[config.mk]
export PLATFORM = sky130hd
export DESIGN_NAME = fpu_issue_ctrl
export DESIGN_NICKNAME = d
export VERILOG_FILES = /design/src/rtl/fpu_issue_ctrl.sv
export SDC_FILE = /design/constraint.sdc
export NUM_CORES = 1
export LEC_CHECK = 0
export BUFFER_PORTS_ARGS = -buffer_cell sky130_fd_sc_hd__buf_4
export CORE_UTILIZATION = 46
export CTS_BUF_LIST = sky130_fd_sc_hd__clkbuf_8
export CTS_CLUSTER_DIAMETER = 150
export DETAILED_ROUTE_END_ITERATION = 16
export GPL_TIMING_DRIVEN = 0
export PLACE_DENSITY_LB_ADDON = 0.05
export SETUP_SLACK_MARGIN = 0.3
export SYNTH_ARGS = -nofsm -noshare
export SYNTH_HDL_FRONTEND = slang
export SYNTH_SLANG_ARGS = --single-unit
[constraint.sdc]
create_clock -name clock -period 2 [get_ports clock]
set_input_delay 0 -clock clock [delete_from_list [all_inputs] [get_ports clock]]
set_output_delay 0 -clock clock [all_outputs]
set_load 0.01 [all_outputs]
[src/rtl/fpu_issue_ctrl.sv]
// Issue sequencer for the pipelined FPU: latches one FP instruction, holds the FPU inputs
// for the op's fixed latency, then offers the captured result to writeback.
module fpu_issue_ctrl #(
    parameter int unsigned WIDTH      = 32,
    parameter int unsigned RD_W       = 5,
    parameter int unsigned LAT_ADDSUB = 7,
    parameter int unsigned LAT_MUL    = 5,
    parameter int unsigned LAT_DIV    = 6,
    parameter int unsigned LAT_SGNJ   = 0,
    parameter int unsigned LAT_MINMAX = 1,
    parameter int unsigned LAT_SQRT   = 16,
    parameter int unsigned LAT_CMP    = 1,
    parameter int unsigned LAT_CVT    = 6
) (
    input  logic             clock,
    input  logic             clear,
    input  logic             flush,
    input  logic             issue_valid,
    output logic             issue_ready,
    input  logic [3:0]       issue_op,
    input  logic [2:0]       issue_func3,
    input  logic             issue_rs1_0,
    input  logic [WIDTH-1:0] issue_a,
    input  logic [WIDTH-1:0] issue_b,
    input  logic [RD_W-1:0]  issue_rd,
    output logic             fpu_sel,
    output logic [3:0]       fpu_op,
    output logic [2:0]       fpu_func3,
    output logic             fpu_rs1_0,
    output logic [WIDTH-1:0] fpu_dataA,
    output logic [WIDTH-1:0] fpu_dataB,
    input  logic [WIDTH-1:0] fpu_result,
    output logic             wb_valid,
    input  logic             wb_ready,
    output logic [WIDTH-1:0] wb_data,
    output logic [RD_W-1:0]  wb_rd,
    output logic             wb_to_int,
    output logic             wb_illegal,
    output logic             busy
);

    typedef enum logic [1:0] {StIdle, StBusy, StDone} state_e;

    state_e           state_q, state_d;
    logic [4:0]       cnt_q, cnt_d;
    logic [3:0]       op_q, op_d;
    logic [2:0]       func3_q, func3_d;
    logic             rs1_0_q, rs1_0_d;
    logic [WIDTH-1:0] a_q, a_d;
    logic [WIDTH-1:0] b_q, b_d;
    logic [RD_W-1:0]  rd_q, rd_d;
    logic [WIDTH-1:0] data_q, data_d;
    logic             illegal_q, illegal_d;
    logic             to_int_q, to_int_d;
    logic             accept;
    logic             legal;

    function automatic logic [4:0] lat_of(input logic [3:0] op);
        logic [4:0] lat;
        lat = 5'd0;
        case (op)
            4'h0, 4'h1: lat = 5'(LAT_ADDSUB);
            4'h2:       lat = 5'(LAT_MUL);
            4'h3:       lat = 5'(LAT_DIV);
            4'h4:       lat = 5'(LAT_SGNJ);
            4'h5:       lat = 5'(LAT_MINMAX);
            4'h6:       lat = 5'(LAT_SQRT);
            4'h7:       lat = 5'(LAT_CMP);
            4'h8, 4'h9: lat = 5'(LAT_CVT);
            default:    lat = 5'd0;
        endcase
        return lat;
    endfunction

    assign issue_ready = (state_q == StIdle) | ((state_q == StDone) & wb_ready);
    assign accept      = issue_valid & issue_ready & ~flush;
    assign legal       = (issue_op <= 4'd9);

    always_comb begin
        state_d   = state_q;
        cnt_d     = cnt_q;
        op_d      = op_q;
        func3_d   = func3_q;
        rs1_0_d   = rs1_0_q;
        a_d       = a_q;
        b_d       = b_q;
        rd_d      = rd_q;
        data_d    = data_q;
        illegal_d = illegal_q;
        to_int_d  = to_int_q;

        case (state_q)
            StIdle: ;
            StBusy: begin
                if (cnt_q == lat_of(op_q)) begin
                    data_d  = fpu_result;
                    state_d = StDone;
                    cnt_d   = 5'd0;
                end else begin
                    cnt_d = cnt_q + 5'd1;
                end
            end
            StDone: begin
                if (wb_ready) state_d = StIdle;
            end
            default: state_d = StIdle;
        endcase

        // An accept in DONE overrides the return to IDLE for zero-bubble back-to-back issue.
        if (accept) begin
            op_d    = issue_op;
            func3_d = issue_func3;
            rs1_0_d = issue_rs1_0;
            a_d     = issue_a;
            b_d     = issue_b;
            rd_d    = issue_rd;
            cnt_d   = 5'd0;
            if (legal) begin
                state_d   = StBusy;
                illegal_d = 1'b0;
                to_int_d  = (issue_op == 4'h7) | (issue_op == 4'h8);
            end else begin
                state_d   = StDone;
                data_d    = '0;
                illegal_d = 1'b1;
                to_int_d  = 1'b0;
            end
        end

        if (flush) begin
            state_d = StIdle;
            cnt_d   = 5'd0;
            data_d  = data_q;
        end
    end

    always_ff @(posedge clock) begin
        if (clear) begin
            state_q   <= StIdle;
            cnt_q     <= 5'd0;
            op_q      <= 4'd0;
            func3_q   <= 3'd0;
            rs1_0_q   <= 1'b0;
            a_q       <= '0;
            b_q       <= '0;
            rd_q      <= '0;
            data_q    <= '0;
            illegal_q <= 1'b0;
            to_int_q  <= 1'b0;
        end else begin
            state_q   <= state_d;
            cnt_q     <= cnt_d;
            op_q      <= op_d;
            func3_q   <= func3_d;
            rs1_0_q   <= rs1_0_d;
            a_q       <= a_d;
            b_q       <= b_d;
            rd_q      <= rd_d;
            data_q    <= data_d;
            illegal_q <= illegal_d;
            to_int_q  <= to_int_d;
        end
    end

    assign fpu_sel    = (state_q == StBusy);
    assign wb_valid   = (state_q == StDone);
    assign busy       = (state_q != StIdle);
    assign fpu_op     = op_q;
    assign fpu_func3  = func3_q;
    assign fpu_rs1_0  = rs1_0_q;
    assign fpu_dataA  = a_q;
    assign fpu_dataB  = b_q;
    assign wb_data    = data_q;
    assign wb_rd      = rd_q;
    assign wb_to_int  = to_int_q;
    assign wb_illegal = illegal_q;

endmodule

## Yosys cells after proc, flatten, opt, wreduce, memory -nomap -nowiden

Memories as Yosys holds them, arrays and structs flattened. A register that Yosys moved wholly into a read port is not among the register bits.
Index checks and enable logic that the tools add are counted.

| word-level totals | value |
|---|---|
| flip-flop bits (word level) | 118 |
| bits in read-only memories | 64 |
| output and inout bits | 115 |
| logic and storage cells | 48 |
| memories kept | 1 |

Memory list:

| name | depth | width | rd ports | clocked after memory_dff | write ports | RTL line | RTL |
|---|---|---|---|---|---|---|---|
| (no name shown) | 16 | 4 | 1 | 1 | 0 | 61 | `case (op)` |

| operators by class | value |
|---|---|
| add/subtract/negate cells | 1 |
| magnitude comparators | 1 |
| equal/unequal tests | 8 |
| multiplexer cells | 15 |
| bitwise operators | 6 |
| reductions and logical operators | 5 |

Operators by type and width:

| operator | number |
|---|---|
| two-way mux 32 bit | 4 |
| two-way mux 5 bit | 2 |
| two-way mux 2 bit | 4 |
| two-way mux 4 bit | 2 |
| inequality test 3 x 1 -> 1 bit, second input constant | 2 |
| one-hot mux 2 bit (3 select lines) | 1 |
| adder 5 x 1 -> 5 bit, second input constant | 1 |
| equality test 5 bit | 1 |
| equality test 4 x 3 -> 1 bit, second input constant | 1 |
| equality test 4 bit, second input constant | 1 |
| <= comparator 4 bit, second input constant | 1 |
| bitwise AND 1 bit | 3 |
| AND reduction 3 bit | 1 |
| OR reduction 3 bit | 1 |
| equality test 2 x 1 -> 1 bit, second input constant | 1 |
| equality test 2 bit, second input constant | 1 |
| logical NOT 2 bit | 1 |
| two-way mux 1 bit | 2 |
| inequality test 2 bit, second input constant | 1 |
| bitwise OR 1 bit | 2 |
| nonzero test 2 bit | 1 |
| OR reduction 2 bit | 1 |
| NOT 1 bit | 1 |

## Logic depth before layout (Yosys ltp)

Gate-level depths: netlist of run 1.

| logic depth | value |
|---|---|
| word-level depth | 7 |
| depth in mapped cells | 7 |
| depth with buffers taken out | 5 |

## Worst setup path after synthesis of run 1

Ideal clock, no wire load.

| timing | value |
|---|---|
| kind | register to register |
| from | register state_q[0] |
| to | register data_q[10], in the netlist wb_data[10] |
| arrival | 1.545 ns |
| data required time | 1.883 ns |
| setup slack | 0.338 ns |
| cell stages (with the launch flop) | 7 |
| path buffers | 1 |
| clock period less this slack | 1.662 ns |
| path through | dfxtp_1 > nand2b_4 > or3_1 > o21ba_1 > o21ba_2 > buf_6 > a22o_1 |

| between the ends | value |
|---|---|
| word-level cells in the longest chain between the ends | 6 |
| elaborated cells between the ends (all ways) | 10 |
| classes of those cells | eq/ne (2); mux (3); bitwise (4); reduce/logical (1) |

RTL lines:

| element | RTL line | RTL |
|---|---|---|
| start: declaration | 44 | `state_e state_q, state_d;` |
| start signal: assignment | 139 | `state_q <= StIdle;` |
| start signal: assignment | 151 | `state_q <= state_d;` |
| equality test 2 bit | 75 | `assign issue_ready = (state_q == StIdle) \| ((state_q == StDone) & wb_ready);` |
| bitwise AND 1 bit | 75 |  |
| bitwise OR 1 bit | 75 |  |
| bitwise AND 1 bit (2 in a row) | 76 | `assign accept = issue_valid & issue_ready & ~flush;` |
| two-way mux 32 bit * | 110 | `if (accept) begin` |
| end signal: assignment | 159 | `data_q <= data_d;` |
| end: declaration | 52 | `logic [WIDTH-1:0] data_q, data_d;` |

Mark *: on every way between the ends. The rest lies on a longest branch, timed or not.
A chain may end at the register's enable or synchronous reset.

## Final worst setup path of run 1

| timing | value |
|---|---|
| from | register cnt_q[1] |
| to | register data_q[6], in the netlist wb_data[6] |

| between the ends | value |
|---|---|
| word-level cells in the longest chain between the ends | 5 |

RTL lines:

| element | RTL line | RTL |
|---|---|---|
| start: declaration | 45 | `logic [4:0] cnt_q, cnt_d;` |
| start signal: assignment | 152 | `cnt_q <= cnt_d;` |
| equality test 5 bit * | 95 | `if (cnt_q == lat_of(op_q)) begin` |
| two-way mux 32 bit * | 95 |  |
| two-way mux 32 bit * | 92 | `case (state_q)` |
| two-way mux 32 bit | 118 | `if (legal) begin` |
| two-way mux 32 bit * | 110 |  |

Marked as above.

==> impl_metrics.csv, run 1 <==
group,metric,value,unit
outcome,status,"completed",
synth,synth_xor_area_share,1.41,%
setup_path,r2r-start,"cnt_q[1]",
place,hpwl,8730,um
global_route,grt_antenna_before_repair,0,
layout,fin_area,8060,um^2
layout,area_growth_syn_to_layout,85.9,%
setup_path,cp-end-kind,"register",
clocking,cts_buffer_depth,2,
synth,synth_compound_area_share,18.1,%
sta,fmax,557,MHz
clocking,clockRootBuffer,"clkbuf_8",
setup_path,arrival,2170,ps
synth,yosys.area_share.simple,19.3,%
worst_hold_path,min_path_type,"input port to register",
floorplanning,design.core.area,9200,um^2
global_route,grt_pass1_vias,4989,
power,comb_power_share,14.5,%
setup_path,endpoint,"wb_data[6]",
drt,routed_wirelength,15900,um
power,switchingPower,1.45,mW
floorplanning,row_count,35,
synth,synth_adder_area_share,0.289,%
setup_path,r2r_slack,200,ps
sta,period_needed,1800,ps
power,clockPowerShare,41.8,%
run,cap_violations,0,
sta,fin_tns_setup,0,ps
synth,synth_flop_cell,"dfxtp_1",
power,power.internal,4.40,mW
synth,synth_common_cells,"nand2_1, dfxtp_1, a21oi_1",
setup_path,slowest_delay,440,ps
synth,yosysSeqAreaShare,56.4,%
drt,detail_route.wl_per_cell,16.2,um
setup_path,startpoint_type,"register",
clocking,cts.sinks,122,
power,power_density,725,nW/um^2
setup_path,cp_max_fo,7,
synth,synth_top_cell_area_share,56.4,%
clocking,clkLatencyLatePin,430,ps
synth,syn_inst,489,
layout,drive_above_1_share,36.2,%
synth,synth_edf_count,0,
place,dp_slack,70.8,ps
setup_path,worst-setup-path-type,"register to register",
drt,drc,0,
clocking,cts_made_buffers,17,
synth,ys_async_sr_fraction,0,%
drt,drt_iter0_markers,194,
synth,synth_top_family_by_area,"simple AND/OR/NAND/NOR gates",
drt,ant_nets,0,
floorplanning,initial_core_util,47.1,%
global_route,grt_max_degree,17,
sta,fin_ws,204,ps
synth,ys_seq_elements,122,
layout,diodes,0,
place,io_buffers,228,
sta,fin_crit_sh,89.8,%
synth,synth_most_common_cell,"nand2_1",
floorplanning,die_w,99.1,um
drt,drt_first_pass_iters,5,
sta,finalSetupViolCount,0,
synth,synth_cell_types,36,
sta,worst_pin_slew,706,ps
place,place.gp.congestion,0.758,
power,power.share.switching,24.8,%
synth,syn_area,4330,um^2
synth,yosys-top-cells-area,"dfxtp_1, nand2_1, a21oi_1",
sta,drv_slew,0,
synth,synth_mux_area_share,0.231,%
power,vdd_ir_drop_max,0.598,mV
power,p_leak,3.59,nW
floorplanning,dieArea,9810,um^2
sta,rsz0062_at_grt,"yes",
drt,avgViaCountPerCell,5.07,
clocking,htreeDepth,4,
setup_path,cpMaxStageDelayCell,"or3_4",
floorplanning,die_y,99.1,um
power,p_seq_share,43.7,%
setup_path,startpoint,"cnt_q[1]",
sta,skew,12.1,ps
layout,nNetsFinal,976,
synth,yosys.area.top_type,"dfxtp_1",
clocking,clk_pin_slew_worst_paths,80,ps
drt,vias,4994,
sta,maxSlewHeadroom,52.4,%
setup_path,r2r_cells,7,
setup_path,path_cells,"xnor2_2 -> nand3_2 -> or3_4 -> nor4_4 -> buf_6 -> clkbuf_16 -> a22o_1",
place,placed_area,6180,um^2
setup_path,required,2370,ps
synth,syn-num-nets,604,
floorplanning,ioPinCount,229,
sta,finalHoldViolCount,0,
global_route,overflow,0,
global_route,grtUsageTotal,31.0,%
synth,ys_warn_count,0,
setup_path,rr_endpoint,"wb_data[6]",
synth,postSynthAreaPerCell,8.86,um^2
clocking,cts_tree,"done",
global_route,grt_first_pass_wirelength,23600,um
## kinds of logic (layout without fill, tap and decap cells)
| kind of cell | Yosys count | count (layout) |
|---|---|---|
| AND/OR/NAND/NOR | 195 | 195 |
| AO/OA/AOI/OAI | 128 | 128 |
| flip-flops | 122 | 122 |
| buffers and inverters | 35 | 420 |
| XOR/XNOR | 7 | 7 |
| adder cells (fa/ha/maj) | 1 | 1 |
| multiplexers | 1 | 1 |
## stage by stage
step           cells  util (%)  total power, mW  hold slack (ps)
2_1_floorplan    489         -             2.85             79.3
3_3_place_gp     828      67.3             3.20              218
3_5_place_dp     828      67.3             3.22              222
4_1_cts          978      85.6             5.82             24.7
5_1_grt          985      87.6             6.06             28.2
6_report         985      87.6             5.84             60.1
## flip-flops by register name, summed over array words and instances (netlist names), named ones only
register	flops
wb_data	32
fpu_func3	3
fpu_dataB	32
wb_to_int	1
fpu_op	4
cnt_q	5
wb_illegal	1
wb_rd	5
state_q	2
fpu_dataA	32
fpu_rs1_0	1
## power groups by stage
stage	registers (mW)	clock network [mW]	logic, mW
4_1_cts	2.55	2.46	0.803
6_report	2.55	2.44	0.846
5_1_grt	2.56	2.60	0.904
2_1_floorplan	2.64	0	0.209
3_5_place_dp	2.61	0	0.606
3_3_place_gp	2.61	0	0.593
## layer usage
| layer | GRT usage [%] | up-vias | wire length [um] |
|---|---|---|---|
| met1 | 31.0 | 2329 | 5830 |
| met5 | 0 | - | 0 |
| met4 | 13.9 | 0 | 524 |
| met3 | 10.3 | 48 | 1070 |
| met2 | 58.0 | 222 | 8490 |
| li1 | - | 2395 | - |
## worst max-delay path, delay by kind of cell, from the launching register on
| kind | cells | cell delay, ps |
|---|---|---|
| xor+xnor | 1 | 140 |
| flops | 1 | 370 |
| buf+inv | 2 | 350 |
| compound gates | 1 | 140 |
| simple gates | 3 | 730 |
## timing repair
| action | CTS | global route |
|---|---|---|
| pin swaps | 4 | 31 |
| gates resized for setup | 23 | 39 |
| gates cloned | 0 | 3 |
| setup endpoints to repair | 105 | 103 |
| hold endpoints to repair | 114 | 0 |
| setup buffers | 6 | 4 |
| hold buffers | 112 | 0 |
## final cells by class
cell class / instances / area (um^2)
tap: 111 / 139
buffer: 33 / 250
inverter: 2 / 7.51
fill: 453 / 1140
clock buffer: 18 / 248
clock inverter: 14 / 196
sequential: 122 / 2460
multi-input combinational: 332 / 1790
timing repair buffer: 353 / 2970
## cells in the final DEF, fill, tap and decap left out, drive strengths merged, types with 7 or more instances in the layout
| cell type | instances |
|---|---|
| buf | 255 |
| nand2 | 157 |
| dfxtp | 122 |
| dlygate4sd3 | 112 |
| a21oi | 85 |
| clkbuf | 37 |
| a22o | 32 |
| nor2 | 7 |
| nor3 | 7 |
## how the worst min path moves through the flow
stage,endpoint,start,slack (ps),depth (start not counted)
final,wb_illegal,issue_valid,60,5
after global routing,wb_illegal,issue_valid,30,5
after CTS,wb_illegal,issue_valid,20,5
after detailed placement,wb_data[19],fpu_result[19],220,2
after global placement,wb_data[11],fpu_result[11],220,2
after floorplan,state_q[0],flush,80,1
Note: power is estimated with default switching activity, not from simulation.
==> run 2: changes to the inputs <==
- RECOVER_POWER: unset -> 100
==> run 2 against run 1 <==
Effect of this change: cell area down 6.0%; combinational power down 8.4%; worst hold slack worse by 6.1 ps; wire length down 0.16%; critical path type unchanged; largest power group unchanged; highest routed layer unchanged.
==> impl_metrics.csv, run 2 (same netlist as run 1, synthesis figures left out) <==
group,metric,value,unit
drt,drc,0,
sta,finalHoldViolCount,0,
floorplanning,die_y,99.1,um
sta,drv_slew,0,
sta,worst_pin_slew,714,ps
global_route,grtUsageTotal,31.0,%
place,placed_area,6180,um^2
sta,fmax,551,MHz
global_route,grt_antenna_before_repair,0,
sta,fin_tns_setup,0,ps
power,power.share.switching,25.0,%
power,power.total,5.77,mW
drt,drt_first_pass_iters,5,
layout,final_cell_mix,"nand2_1, clkbuf_1, buf_4",
setup_path,cpMaxStageDelayCell,"or3_1",
sta,period_needed,1820,ps
clocking,clk_pin_slew_worst_paths,80,ps
sta,rsz0062_at_grt,"yes",
setup_path,startpoint_type,"register",
clocking,cts_buffer_depth,2,
sta,maxSlewHeadroom,51.9,%
global_route,grt_max_degree,17,
drt,ant_nets,0,
layout,nNetsFinal,976,
power,power.internal,4.33,mW
sta,hold_slack,54.0,ps
drt,routed_wirelength,15900,um
floorplanning,initial_core_util,47.1,%
drt,vias,4990,
clocking,cts_made_buffers,17,
power,clockPowerShare,42.3,%
power,switchingPower,1.45,mW
setup_path,arrival,2130,ps
floorplanning,design.core.area,9200,um^2
clocking,clockRootBuffer,"clkbuf_8",
power,comb_power_share,13.4,%
clocking,cts.sinks,122,
layout,drive_above_1_share,22.0,%
worst_hold_path,min_path_type,"input port to register",
layout,fin_area,7570,um^2
sta,finalSetupViolCount,0,
power,vdd_ir_drop_max,0.601,mV
global_route,grt_first_pass_wirelength,23600,um
floorplanning,dieArea,9810,um^2
floorplanning,ioPinCount,229,
outcome,status,"completed",
floorplanning,row_count,35,
sta,fin_crit_sh,90.8,%
sta,skew,12.8,ps
floorplanning,die_w,99.1,um
drt,detail_route.wl_per_cell,16.1,um
global_route,grt_pass1_vias,4989,
global_route,overflow,0,
run,cap_violations,0,
clocking,htreeDepth,4,
layout,diodes,0,
layout,area_growth_syn_to_layout,74.8,%
setup_path,path_cells,"nand2b_2 -> or3_1 -> o21ba_1 -> o21ba_4 -> buf_6 -> a22o_1",
layout,final_util,82.4,%
clocking,cts_tree,"done",
setup_path,required,2320,ps
drt,drt_iter0_markers,194,
clocking,clkLatencyLatePin,440,ps
setup_path,cp-end-kind,"register",
power,power_density,762,nW/um^2
setup_path,cp_max_fo,10,
setup_path,slowest_delay,380,ps
drt,avgViaCountPerCell,5.07,
place,place.gp.congestion,0.758,
layout,final_common_cell,"nand2_1",
place,io_buffers,228,
power,p_seq_share,44.2,%
power,p_leak,3.09,nW
setup_path,worst-setup-path-type,"register to register",
place,hpwl,8730,um
==> run 2: changes by cell type in the layout (fill, tap and decap cells not counted), sizes merged <==
cell    before  now
clkbuf      37  157
buf        255  135
==> run 2: what timing repair did <==
item	in CTS	in global routing
pin swaps	4	31
endpoints found under the hold margin	114	0
hold buffers	112	0
setup endpoints to repair	105	103
resized for setup	23	39
gates cloned	0	3
setup buffers	6	4
==> run 2: power by group through the flow <==
stage	logic (mW)	registers (mW)	clock network [mW]
floorplan	0.209	2.64	0
detailed placement	0.606	2.61	0
global route	0.832	2.56	2.60
finish	0.775	2.55	2.44
global placement	0.593	2.61	0
CTS	0.803	2.55	2.46
==> run 2: metal layers <==
layer / global-route usage [%] / wire length (um) / vias up
met4: 13.9 / 582 / 0
met2: 58.0 / 8460 / 227
met5: 0 / 0 / -
met3: 10.3 / 1060 / 53
li1: - / - / 2398
met1: 31.0 / 5790 / 2312
==> run 2: worst paths after layout <==
path | startpoint | to | slack [ps] | depth (start not counted)
setup / recovery | state_q[1] | wb_data[27] | 180 | 6
hold / removal | issue_valid | wb_illegal | 50 | 5
hold reg to reg | fpu_dataB[11] | fpu_dataB[11] | 450 | 2
setup reg to reg | state_q[1] | wb_data[27] | 180 | 6
==> run 2: worst max-delay path: cells and delay by family (launching register included) <==
kind	cells	cell delay, ps
compound gates	3	640
buf+inv	1	140
simple gates	2	570
flops	1	340
==> run 2: metrics by stage <==
stage | instances | setup WS (ps)
after floorplan | 489 | 338
after global placement | 828 | 81.9
after detailed placement | 828 | 70.8
after CTS | 978 | 273
after global routing | 985 | 92.6
final | 985 | 184
==> run 2: layout make-up <==
| cell class | count | area (um^2) |
|---|---|---|
| clock buffers | 18 | 248 |
| inverters | 2 | 7.51 |
| plain buffers | 33 | 226 |
| clock inverters | 14 | 196 |
| multi-input cells | 332 | 1770 |
| fillers | 621 | 1620 |
| well taps | 111 | 139 |
| repair buffers | 353 | 2530 |
| flip-flops and latches | 122 | 2450 |
